### src/rtl/tcp_tx_state_machine_if.sv
// Bundle of the handshake and data signals of the TCP transmit connection initiator.
// Latency: none (wiring only).
// Backpressure: TX_DATA_READY flows from slave to master; other signals are strobes.
//
// master: request/close pulses, receive-path packet strobe, outbound order payload.
// slave : the state machine; returns ready, packet strobe/word and status flags.
interface tcp_tx_state_machine_if;
  logic        CONNECT;
  logic        CLOSE;
  logic        RX_PACKET_READY;
  logic [31:0] RX_PAYLOAD_DATA;
  logic        TX_DATA_VALID;
  logic [23:0] TX_DATA;
  logic        TX_DATA_READY;
  logic        PACKET_READY_OUT;
  logic [31:0] PAYLOAD_DATA_OUT;
  logic        CONNECTED;
  logic        CONN_FAILED;

  modport master (
    output CONNECT, CLOSE, RX_PACKET_READY, RX_PAYLOAD_DATA, TX_DATA_VALID, TX_DATA,
    input  TX_DATA_READY, PACKET_READY_OUT, PAYLOAD_DATA_OUT, CONNECTED, CONN_FAILED
  );

  modport slave (
    input  CONNECT, CLOSE, RX_PACKET_READY, RX_PAYLOAD_DATA, TX_DATA_VALID, TX_DATA,
    output TX_DATA_READY, PACKET_READY_OUT, PAYLOAD_DATA_OUT, CONNECTED, CONN_FAILED
  );
endinterface

### src/rtl/tcp_tx_state_machine.sv
// TCP transmit-side connection initiator: SYN/SYN+ACK/ACK open, SYN retransmit, data framing, FIN+ACK close.
// Latency: one cycle from input event (CONNECT, RX packet, TX accept, CLOSE) to registered packet strobe.
// Backpressure: TX_DATA_READY is high only in EST without CLOSE; a same-cycle peer FIN drops accepted data.
//
// Ports: CLK, RESET_N (async active-low) plus the slave side of tcp_tx_state_machine_if.
// Packet word: [31:24] flags (bit0 SYN, bit1 ACK, bit2 FIN), [23:0] payload.
module tcp_tx_state_machine #(
  parameter int SYN_TIMEOUT = 1000,
  parameter int MAX_RETRIES = 3
) (
  input  logic                    CLK,
  input  logic                    RESET_N,
  tcp_tx_state_machine_if.slave   bus
);

  localparam int TW = $clog2(SYN_TIMEOUT + 1);
  localparam int RW = (MAX_RETRIES > 0) ? $clog2(MAX_RETRIES + 1) : 1;

  localparam logic [31:0] PKT_SYN     = 32'h0100_0000;
  localparam logic [31:0] PKT_ACK     = 32'h0200_0000;
  localparam logic [31:0] PKT_FIN_ACK = 32'h0600_0000;
  localparam logic [7:0]  FLAGS_DATA  = 8'h02;

  typedef enum logic [1:0] {
    S_IDLE,
    S_SYN_SENT,
    S_EST,
    S_FAILED
  } state_t;

  state_t        state_q, state_d;
  logic [TW-1:0] timer_q, timer_d;
  logic [RW-1:0] retry_q, retry_d;
  logic          pkt_vld_q, pkt_vld_d;
  logic [31:0]   pkt_dat_q, pkt_dat_d;
  logic          connected_q, connected_d;
  logic          failed_q, failed_d;

  logic [7:0]    rx_flags;
  logic          rx_syn_ack;
  logic          rx_fin;
  logic          tx_rdy;
  logic          tx_accept;
  logic          timeout;
  logic          unused_rx;

  assign rx_flags   = bus.RX_PAYLOAD_DATA[31:24];
  assign rx_syn_ack = bus.RX_PACKET_READY & rx_flags[0] & rx_flags[1];
  assign rx_fin     = bus.RX_PACKET_READY & rx_flags[2];
  assign tx_rdy     = (state_q == S_EST) & ~bus.CLOSE;
  assign tx_accept  = bus.TX_DATA_VALID & tx_rdy;
  // Timer is cleared on the SYN edge, so reaching SYN_TIMEOUT-1 here means the
  // next edge is exactly SYN_TIMEOUT cycles after the SYN strobe.
  assign timeout    = (timer_q == TW'(SYN_TIMEOUT - 1));
  assign unused_rx  = ^{bus.RX_PAYLOAD_DATA[31:27], bus.RX_PAYLOAD_DATA[23:0]};

  always_comb begin
    state_d   = state_q;
    timer_d   = '0;
    retry_d   = retry_q;
    pkt_vld_d = 1'b0;
    pkt_dat_d = pkt_dat_q;

    case (state_q)
      S_IDLE, S_FAILED: begin
        if (bus.CONNECT) begin
          pkt_vld_d = 1'b1;
          pkt_dat_d = PKT_SYN;
          retry_d   = '0;
          state_d   = S_SYN_SENT;
        end
      end

      S_SYN_SENT: begin
        // SYN+ACK takes priority over a coincident timeout.
        if (rx_syn_ack) begin
          pkt_vld_d = 1'b1;
          pkt_dat_d = PKT_ACK;
          state_d   = S_EST;
        end else if (timeout) begin
          if (retry_q < RW'(MAX_RETRIES)) begin
            pkt_vld_d = 1'b1;
            pkt_dat_d = PKT_SYN;
            retry_d   = retry_q + 1'b1;
          end else begin
            state_d   = S_FAILED;
          end
        end else begin
          timer_d = timer_q + 1'b1;
        end
      end

      S_EST: begin
        // CLOSE and peer FIN share one FIN+ACK; a data word accepted in the
        // same cycle as a peer FIN is dropped.
        if (bus.CLOSE || rx_fin) begin
          pkt_vld_d = 1'b1;
          pkt_dat_d = PKT_FIN_ACK;
          state_d   = S_IDLE;
        end else if (tx_accept) begin
          pkt_vld_d = 1'b1;
          pkt_dat_d = {FLAGS_DATA, bus.TX_DATA};
        end
      end

      default: state_d = S_IDLE;
    endcase

    connected_d = (state_d == S_EST);
    failed_d    = (state_d == S_FAILED);
  end

  always_ff @(posedge CLK or negedge RESET_N) begin
    if (!RESET_N) begin
      state_q     <= S_IDLE;
      timer_q     <= '0;
      retry_q     <= '0;
      pkt_vld_q   <= 1'b0;
      pkt_dat_q   <= '0;
      connected_q <= 1'b0;
      failed_q    <= 1'b0;
    end else begin
      state_q     <= state_d;
      timer_q     <= timer_d;
      retry_q     <= retry_d;
      pkt_vld_q   <= pkt_vld_d;
      pkt_dat_q   <= pkt_dat_d;
      connected_q <= connected_d;
      failed_q    <= failed_d;
    end
  end

  assign bus.TX_DATA_READY    = tx_rdy;
  assign bus.PACKET_READY_OUT = pkt_vld_q;
  assign bus.PAYLOAD_DATA_OUT = pkt_dat_q;
  assign bus.CONNECTED        = connected_q;
  assign bus.CONN_FAILED      = failed_q;

endmodule

### src/flat_wrapper.sv
// flat-port wrapper written by rule: the top's interface ports become plain ports
module tcp_tx_state_machine_flat 
#(
  parameter int SYN_TIMEOUT = 1000,
  parameter int MAX_RETRIES = 3
)
  (CLK, RESET_N, bus_CONNECT, bus_CLOSE, bus_RX_PACKET_READY, bus_RX_PAYLOAD_DATA, bus_TX_DATA_VALID, bus_TX_DATA, bus_TX_DATA_READY, bus_PACKET_READY_OUT, bus_PAYLOAD_DATA_OUT, bus_CONNECTED, bus_CONN_FAILED);
  tcp_tx_state_machine_if bus_i ();
  input  logic CLK;
  input  logic RESET_N;
  input wire logic [$bits(bus_i.CONNECT)-1:0] bus_CONNECT;
  input wire logic [$bits(bus_i.CLOSE)-1:0] bus_CLOSE;
  input wire logic [$bits(bus_i.RX_PACKET_READY)-1:0] bus_RX_PACKET_READY;
  input wire logic [$bits(bus_i.RX_PAYLOAD_DATA)-1:0] bus_RX_PAYLOAD_DATA;
  input wire logic [$bits(bus_i.TX_DATA_VALID)-1:0] bus_TX_DATA_VALID;
  input wire logic [$bits(bus_i.TX_DATA)-1:0] bus_TX_DATA;
  output wire logic [$bits(bus_i.TX_DATA_READY)-1:0] bus_TX_DATA_READY;
  output wire logic [$bits(bus_i.PACKET_READY_OUT)-1:0] bus_PACKET_READY_OUT;
  output wire logic [$bits(bus_i.PAYLOAD_DATA_OUT)-1:0] bus_PAYLOAD_DATA_OUT;
  output wire logic [$bits(bus_i.CONNECTED)-1:0] bus_CONNECTED;
  output wire logic [$bits(bus_i.CONN_FAILED)-1:0] bus_CONN_FAILED;
  assign bus_i.CONNECT = bus_CONNECT;
  assign bus_i.CLOSE = bus_CLOSE;
  assign bus_i.RX_PACKET_READY = bus_RX_PACKET_READY;
  assign bus_i.RX_PAYLOAD_DATA = bus_RX_PAYLOAD_DATA;
  assign bus_i.TX_DATA_VALID = bus_TX_DATA_VALID;
  assign bus_i.TX_DATA = bus_TX_DATA;
  assign bus_TX_DATA_READY = bus_i.TX_DATA_READY;
  assign bus_PACKET_READY_OUT = bus_i.PACKET_READY_OUT;
  assign bus_PAYLOAD_DATA_OUT = bus_i.PAYLOAD_DATA_OUT;
  assign bus_CONNECTED = bus_i.CONNECTED;
  assign bus_CONN_FAILED = bus_i.CONN_FAILED;
  tcp_tx_state_machine #(.SYN_TIMEOUT(SYN_TIMEOUT), .MAX_RETRIES(MAX_RETRIES)) u_core (.CLK(CLK), .RESET_N(RESET_N), .bus(bus_i));
endmodule
### config.mk
export PLATFORM = sky130hd
export DESIGN_NAME = tcp_tx_state_machine_flat
export DESIGN_NICKNAME = d
export VERILOG_FILES = /design/src/rtl/tcp_tx_state_machine_if.sv /design/src/rtl/tcp_tx_state_machine.sv /design/src/flat_wrapper.sv
export SDC_FILE = /design/constraint.sdc
export NUM_CORES = 1
export LEC_CHECK = 0
export BUFFER_PORTS_ARGS = -buffer_cell sky130_fd_sc_hd__clkbuf_2
export CORE_MARGIN = 2
export CORE_UTILIZATION = 31
export DETAILED_ROUTE_END_ITERATION = 16
export GPL_TIMING_DRIVEN = 0
export HOLD_SLACK_MARGIN = 0.15
export PLACE_DENSITY = 0.66
export SLEW_MARGIN = 20
export SYNTH_ARGS = -nofsm -noshare
export SYNTH_HDL_FRONTEND = slang
export SYNTH_SLANG_ARGS = --single-unit
### constraint.sdc
create_clock -name CLK -period 1.9 [get_ports CLK]
set_input_delay 0 -clock CLK [delete_from_list [all_inputs] [get_ports CLK]]
set_output_delay 0 -clock CLK [all_outputs]
set_load 0.05 [all_outputs]
# Word-level counts from Yosys, hierarchy flattened
# Index checks and enable logic that the tools add are counted.
# classes
add_sub_neg	2
magnitude_cmp	1
n_eq_ne	13
mux	28
n_bitwise	6
n_reduce_logical	6
# op_table
op	n
32-bit 2-to-1 mux	6
32-bit case mux with 3 select lines	1
10-bit 2-to-1 mux	3
2-bit 2-to-1 mux	9
10-bit by 1-bit adder with 10-bit output (second input constant)	1
10-bit == test (second input constant)	1
2-bit == test (second input constant)	4
1-bit 2-to-1 mux	6
3-bit by 1-bit inequality test with 1-bit output (second input constant)	2
2-bit case mux with 3 select lines	1
1-bit bitwise AND	5
5-bit AND reduction	1
2-bit by 1-bit inequality test with 1-bit output (second input constant)	2
2-bit inequality test (second input constant)	2
2-bit case mux with 2 select lines	1
4-bit AND reduction	1
3-bit by 2-bit inequality test with 1-bit output (second input constant)	1
1-bit case mux with 3 select lines	1
2-bit by 1-bit adder with 2-bit output (second input constant)	1
2-bit by 1-bit == test with 1-bit output (second input constant)	1
2-bit zero test	1
2-bit < comparator (second input constant)	1
2-bit nonzero test	1
2-bit OR reduction	1
other kinds (2)	2
# totals
reg_bits	49
input_bits	62
out_inout_bits	36

# Logic depth before layout (Yosys ltp)
# logic_depth
depth_word	6
ltp_mapped	9
ltp_nobuf	7

# Worst setup path after synthesis
# No wires, ideal clock.
# synth_path
path_type	flip-flop to flip-flop
from	register u_core.state_q[0]
to	register u_core.pkt_dat_q[24], in the netlist u_core.bus.PAYLOAD_DATA_OUT[24]
setup_ps	131
arrival_ps	1633
path_slack_ps	135
path_stages_with_launch	10
synth_period_minus_slack_ps	1765
path_cell_list	dfrtp_1 > inv_1 > ha_1 > buf_2 > nor2b_1 > a31oi_1 > o21ai_4 > clkbuf_8 > nand2_1 > o31ai_1
# synth_via
elab_chain_len	5
# synth_lines
item	line	text
start: declaration	tcp_tx_state_machine.sv:31	state_t state_q, state_d;
start signal: assignment	tcp_tx_state_machine.sv:123	state_q <= state_d;
2-bit == test	tcp_tx_state_machine.sv:50, tcp_tx_state_machine.sv:64	
1-bit bitwise AND	tcp_tx_state_machine.sv:50	assign tx_rdy = (state_q == S_EST) & ~bus.CLOSE;
1-bit bitwise AND	tcp_tx_state_machine.sv:51	assign tx_accept = bus.TX_DATA_VALID & tx_rdy;
3-bit by 2-bit inequality test with 1-bit output (no line)	-	
4-bit AND reduction (no line)	-	
end signal: assignment	tcp_tx_state_machine.sv:127	pkt_dat_q <= pkt_dat_d;
end: declaration	tcp_tx_state_machine.sv:35	logic [31:0] pkt_dat_q, pkt_dat_d;
# Parallel ways exist; a longest one is shown, timed or not.
# A chain may end at the register's enable or synchronous reset.

# Final worst setup path
# Same ends and word-level chain as after synthesis.

==> results.txt <==
----------------------------------------------------
[Outcome]
  Result of the run ... finished clean

[Worst setup path]
  Nature of the critical path startpoint ... register
  Critical setup path kind ... reg -> reg
  Maximum net fanout on the critical path ... 9
  Critical path endpoint category ... register
  Crit path DAT ... 2050 ps
  Worst endpoint required time ... 2110 ps

[Synth]
  Async S/R FF share, synth ... 1.00
  Top-area cell type share of the netlist area ... 0.526
  Netlist area before placement ... ~0.0021 mm²
  Number of warning messages in the yosys log ... 0
  Largest cells by area after synthesis ... sky130_fd_sc_hd__dfrtp_1 (53%), sky130_fd_sc_hd__nand2_1 (10%), sky130_fd_sc_hd__o21ai_1 (4.1%), sky130_fd_sc_hd__o21ai_2 (2.5%), sky130_fd_sc_hd__ha_1 (2.4%)
  Number of synthesized register bits ... 44
  Gate count of the mapped netlist ... approximately 220
  Cell type with the largest total area after synthesis ... sky130_fd_sc_hd__dfrtp_1
  Count of flip-flops with a built-in enable after synthesis ... 0
  Number of distinct library cells after synthesis ... 39
  Part of the Yosys area used for sequential elements ... 0.526
  Most frequently used flop master after synthesis ... sky130_fd_sc_hd__dfrtp_1
  Synthesized area per cell ... 9.55 µm²

[Global route]
  Antenna violations before repair ... 0
  Largest net degree at the start of global routing ... 45
  GR Layer Usage met3 ... 0.0433
  Busiest metal layer after global routing ... met2
  Overall routing resource usage ... 0.133
  Vias in the first global route ... 1710
  Met2 Track Usage GR ... 0.226
  Met1 Use GR ... 0.161
  Global route total overflow ... 0
  Global-route wire length before repair ... 7800 µm

[STA]
  Setup total negative slack ... 0 ps
  Highest Clock Rate ... between 500 and 600 MHz
  Final setup viols ... 0
  Post-route clock skew ... 8.48 ps
  Number of endpoints with negative hold slack in the final report ... 0
  Final count of pins violating max slew ... 0
  Slew @ Worst Pin ... about 960 ps
  Headroom to the max-slew limit ... 0.363
  Shortest clock period the worst path allows after layout ... 1850 ps
  Portion of the clock cycle consumed by the worst path in the final layout ... 0.972

[Detailed routing]
  Number of antenna-violating nets in the routed design ... 0
  Detail-routed via count per cell ... 4.56
  Drt first-iter violations ... 50
  Wirelength per Cell ... around 12 µm
  DR pass1 iterations ... 4
  Total number of vias ... roughly 1.8k
  Routed wire length ... 4960 µm
  DRC violation count after routing ... 0

[Clock tree]
  Root buffer selected by CTS ... sky130_fd_sc_hd__clkbuf_8
  CTS buffer count ... 5
  Number of levels the H-tree was split into ... 2
  Clock tree sinks ... 44
  Clock transition at the registers of the reported paths ... 80 ps
  TritonCTS clock tree ... done
  Clock latency of the later-clocked register in the worst-skew pair ... about 300 ps
  Clock tree buffer depth ... 2

[Floorplanning]
  Die X ... between 80 and 90 µm
  Starting density of the core ... 0.326
  Die span in y ... around 86 µm
  Row cnt ... 29
  Std-Cell Core Area ... about 0.0064 mm²
  Die footprint ... about 0.0074 mm²
  Number of primary I/O pins ... just under 100

[Final layout]
  Count of non-filler cells in the finished layout ... ~400
  Synth-to-layout area growth ... 46.8%
  Most frequent standard cell in the layout excluding fill and tap cells ... sky130_fd_sc_hd__clkbuf_2
  Final layout net count ... 391
  Layout cells sized above 1 ... 0.334
  Commonest non-fill, non-tap cells in the layout ... sky130_fd_sc_hd__clkbuf_2 (63), sky130_fd_sc_hd__nand2_1 (57), sky130_fd_sc_hd__dfrtp_1 (44)
  Fill cell instance count of the final layout ... 614
  Antenna diode count ... 0

[Power]
  P per Cell Area ... around 1100 mW/mm²
  Maximum resistive drop on vdd ... just over 0.4 mV
  Clk pwr share ... 0.284
  Sw Ratio ... 0.350
  P_leak ... roughly 1.5 nW
  Internal Power ... 2.23 mW
  Sequential cell fraction of total power ... 0.321
  Relative contribution of combinational cells to total power ... 0.396
  Net Switching ... roughly 1.2 mW

[Place]
  Cell Count Post-Placement ... 363
  DP HPWL ... 3240 µm
  # port buffers ... 63
  Routability congestion estimate from global placement ... 0.777

[Job]
  Total of max-cap violations ... 0

[Worst hold path]
  Worst hold path class ... in -> reg

----------------------------------------------------
==> critical path, cell delays in order, from the launching register on <==
cell and delay [ps]:
sky130_fd_sc_hd__dfrtp_1 390, sky130_fd_sc_hd__inv_2 70, sky130_fd_sc_hd__ha_2 260, sky130_fd_sc_hd__buf_4 170, sky130_fd_sc_hd__nor2b_4 150, sky130_fd_sc_hd__a31oi_4 200
sky130_fd_sc_hd__o21ai_4 140, sky130_fd_sc_hd__buf_4 160, sky130_fd_sc_hd__o31ai_2 210
==> logic make-up (layout without fill, tap and decap cells) <==
kind of cell,Yosys count,in the layout,synth area share
adder cells (fa/ha/maj),4,4,0.0239
AND/OR/NAND/NOR,100,100,0.224
flip-flops,44,44,0.526
buffers and inverters,22,124,0.0694
AO/OA/AOI/OAI,42,43,0.129
XOR/XNOR,6,6,0.0251
other,1,5,0.00179
==> flip-flops by register name, indices dropped and copies added, names as in the netlist <==
name and cells:
u_core.retry_q 2, u_core.timer_q 10, u_core.bus.PAYLOAD_DATA_OUT 27, u_core.state_q 2, u_core.bus.CONNECTED 1, u_core.bus.CONN_FAILED 1, u_core.bus.PACKET_READY_OUT 1
==> synth_stat cells (2+ instances only) <==
cell type and instances:
sky130_fd_sc_hd__clkbuf_1 5, sky130_fd_sc_hd__o21ai_1 17, sky130_fd_sc_hd__nor2b_1 4, sky130_fd_sc_hd__nand3b_1 2, sky130_fd_sc_hd__inv_1 6, sky130_fd_sc_hd__buf_4 5
sky130_fd_sc_hd__o21ai_0 5, sky130_fd_sc_hd__or3_1 3, sky130_fd_sc_hd__dfrtp_1 44, sky130_fd_sc_hd__o21ai_2 6, sky130_fd_sc_hd__nand4b_1 2, sky130_fd_sc_hd__buf_6 3
sky130_fd_sc_hd__clkbuf_8 2, sky130_fd_sc_hd__and3_1 2, sky130_fd_sc_hd__nand2_1 57, sky130_fd_sc_hd__a21oi_1 4, sky130_fd_sc_hd__nand4_1 2, sky130_fd_sc_hd__ha_1 4
sky130_fd_sc_hd__nor3_1 3, sky130_fd_sc_hd__o31ai_1 3, sky130_fd_sc_hd__xor2_1 3, sky130_fd_sc_hd__xnor2_1 3, sky130_fd_sc_hd__nor2_1 12, sky130_fd_sc_hd__nand3_1 7
==> per-stage QoR <==
stage / setup WS, ps / util / power (mW) / instance area [µm²] / hold WS [ps]
final: 53.6 / 0.478 / 3.44 / 3070 / 162
after global routing: -23.7 / 0.478 / 3.66 / 3070 / 191
after CTS: 23.1 / 0.462 / 3.31 / 2970 / 154
after global placement: -157 / 0.392 / 2.24 / 2520 / 221
after floorplan: 135 / - / 1.97 / 2110 / -296
after detailed placement: -181 / 0.392 / 2.25 / 2520 / 221
==> metal layers <==
layer | wire length [µm] | up-vias
li1 | - | 939
met2 | 2430 | 52
met3 | 281 | 4
met4 | 40 | 0
met1 | 2210 | 844
met5 | 0 | -
==> worst paths after layout <==
check	startpoint	end	slack [ps]	cells past startpoint
worst min register to register	u_core.bus.PAYLOAD_DATA_OUT[7]$_DFFE_PN0P_	u_core.bus.PAYLOAD_DATA_OUT[7]$_DFFE_PN0P_	490	2
min in group asynchronous	RESET_N	u_core.bus.PAYLOAD_DATA_OUT[15]$_DFFE_PN0P_	390	2
worst min-delay path	bus_RX_PACKET_READY	u_core.bus.PAYLOAD_DATA_OUT[26]$_DFFE_PN0P_	160	4
worst max-delay path	u_core.state_q[0]$_DFF_PN0_	u_core.bus.PAYLOAD_DATA_OUT[24]$_DFFE_PN0P_	50	8
max in group asynchronous	RESET_N	u_core.timer_q[9]$_DFF_PN0_	910	2
worst max register to register	u_core.state_q[0]$_DFF_PN0_	u_core.bus.PAYLOAD_DATA_OUT[24]$_DFFE_PN0P_	50	8
==> power groups by stage <==
stage | clock network, mW | registers [mW] | logic [mW]
after global routing | 1.04 | 1.12 | 1.50
after global placement | 0 | 1.12 | 1.13
final | 0.976 | 1.10 | 1.36
after CTS | 1.01 | 1.10 | 1.19
after floorplan | 0 | 1.26 | 0.711
after detailed placement | 0 | 1.12 | 1.13
==> layout make-up <==
type | instances | area, µm² | area share
multi-input cells | 158 | 915 | 0.298
repair buffers | 95 | 641 | 0.209
inverters | 6 | 22.5 | 0.00733
well taps | 77 | 96.3 | 0.0314
plain buffers | 15 | 136 | 0.0444
clock buffers | 5 | 68.8 | 0.0224
flip-flops and latches | 44 | 1100 | 0.359
clock inverters | 3 | 90.1 | 0.0293
==> what timing repair did <==
action,4_1_cts,5_1_grt
setup endpoints to repair,25,31
hold endpoints to repair,71,0
hold buffers,27,0
gates resized for setup,5,18
gates cloned,0,2
pin swaps,0,3
buffers inserted,0,4
(Power assumes the default switching activity.)
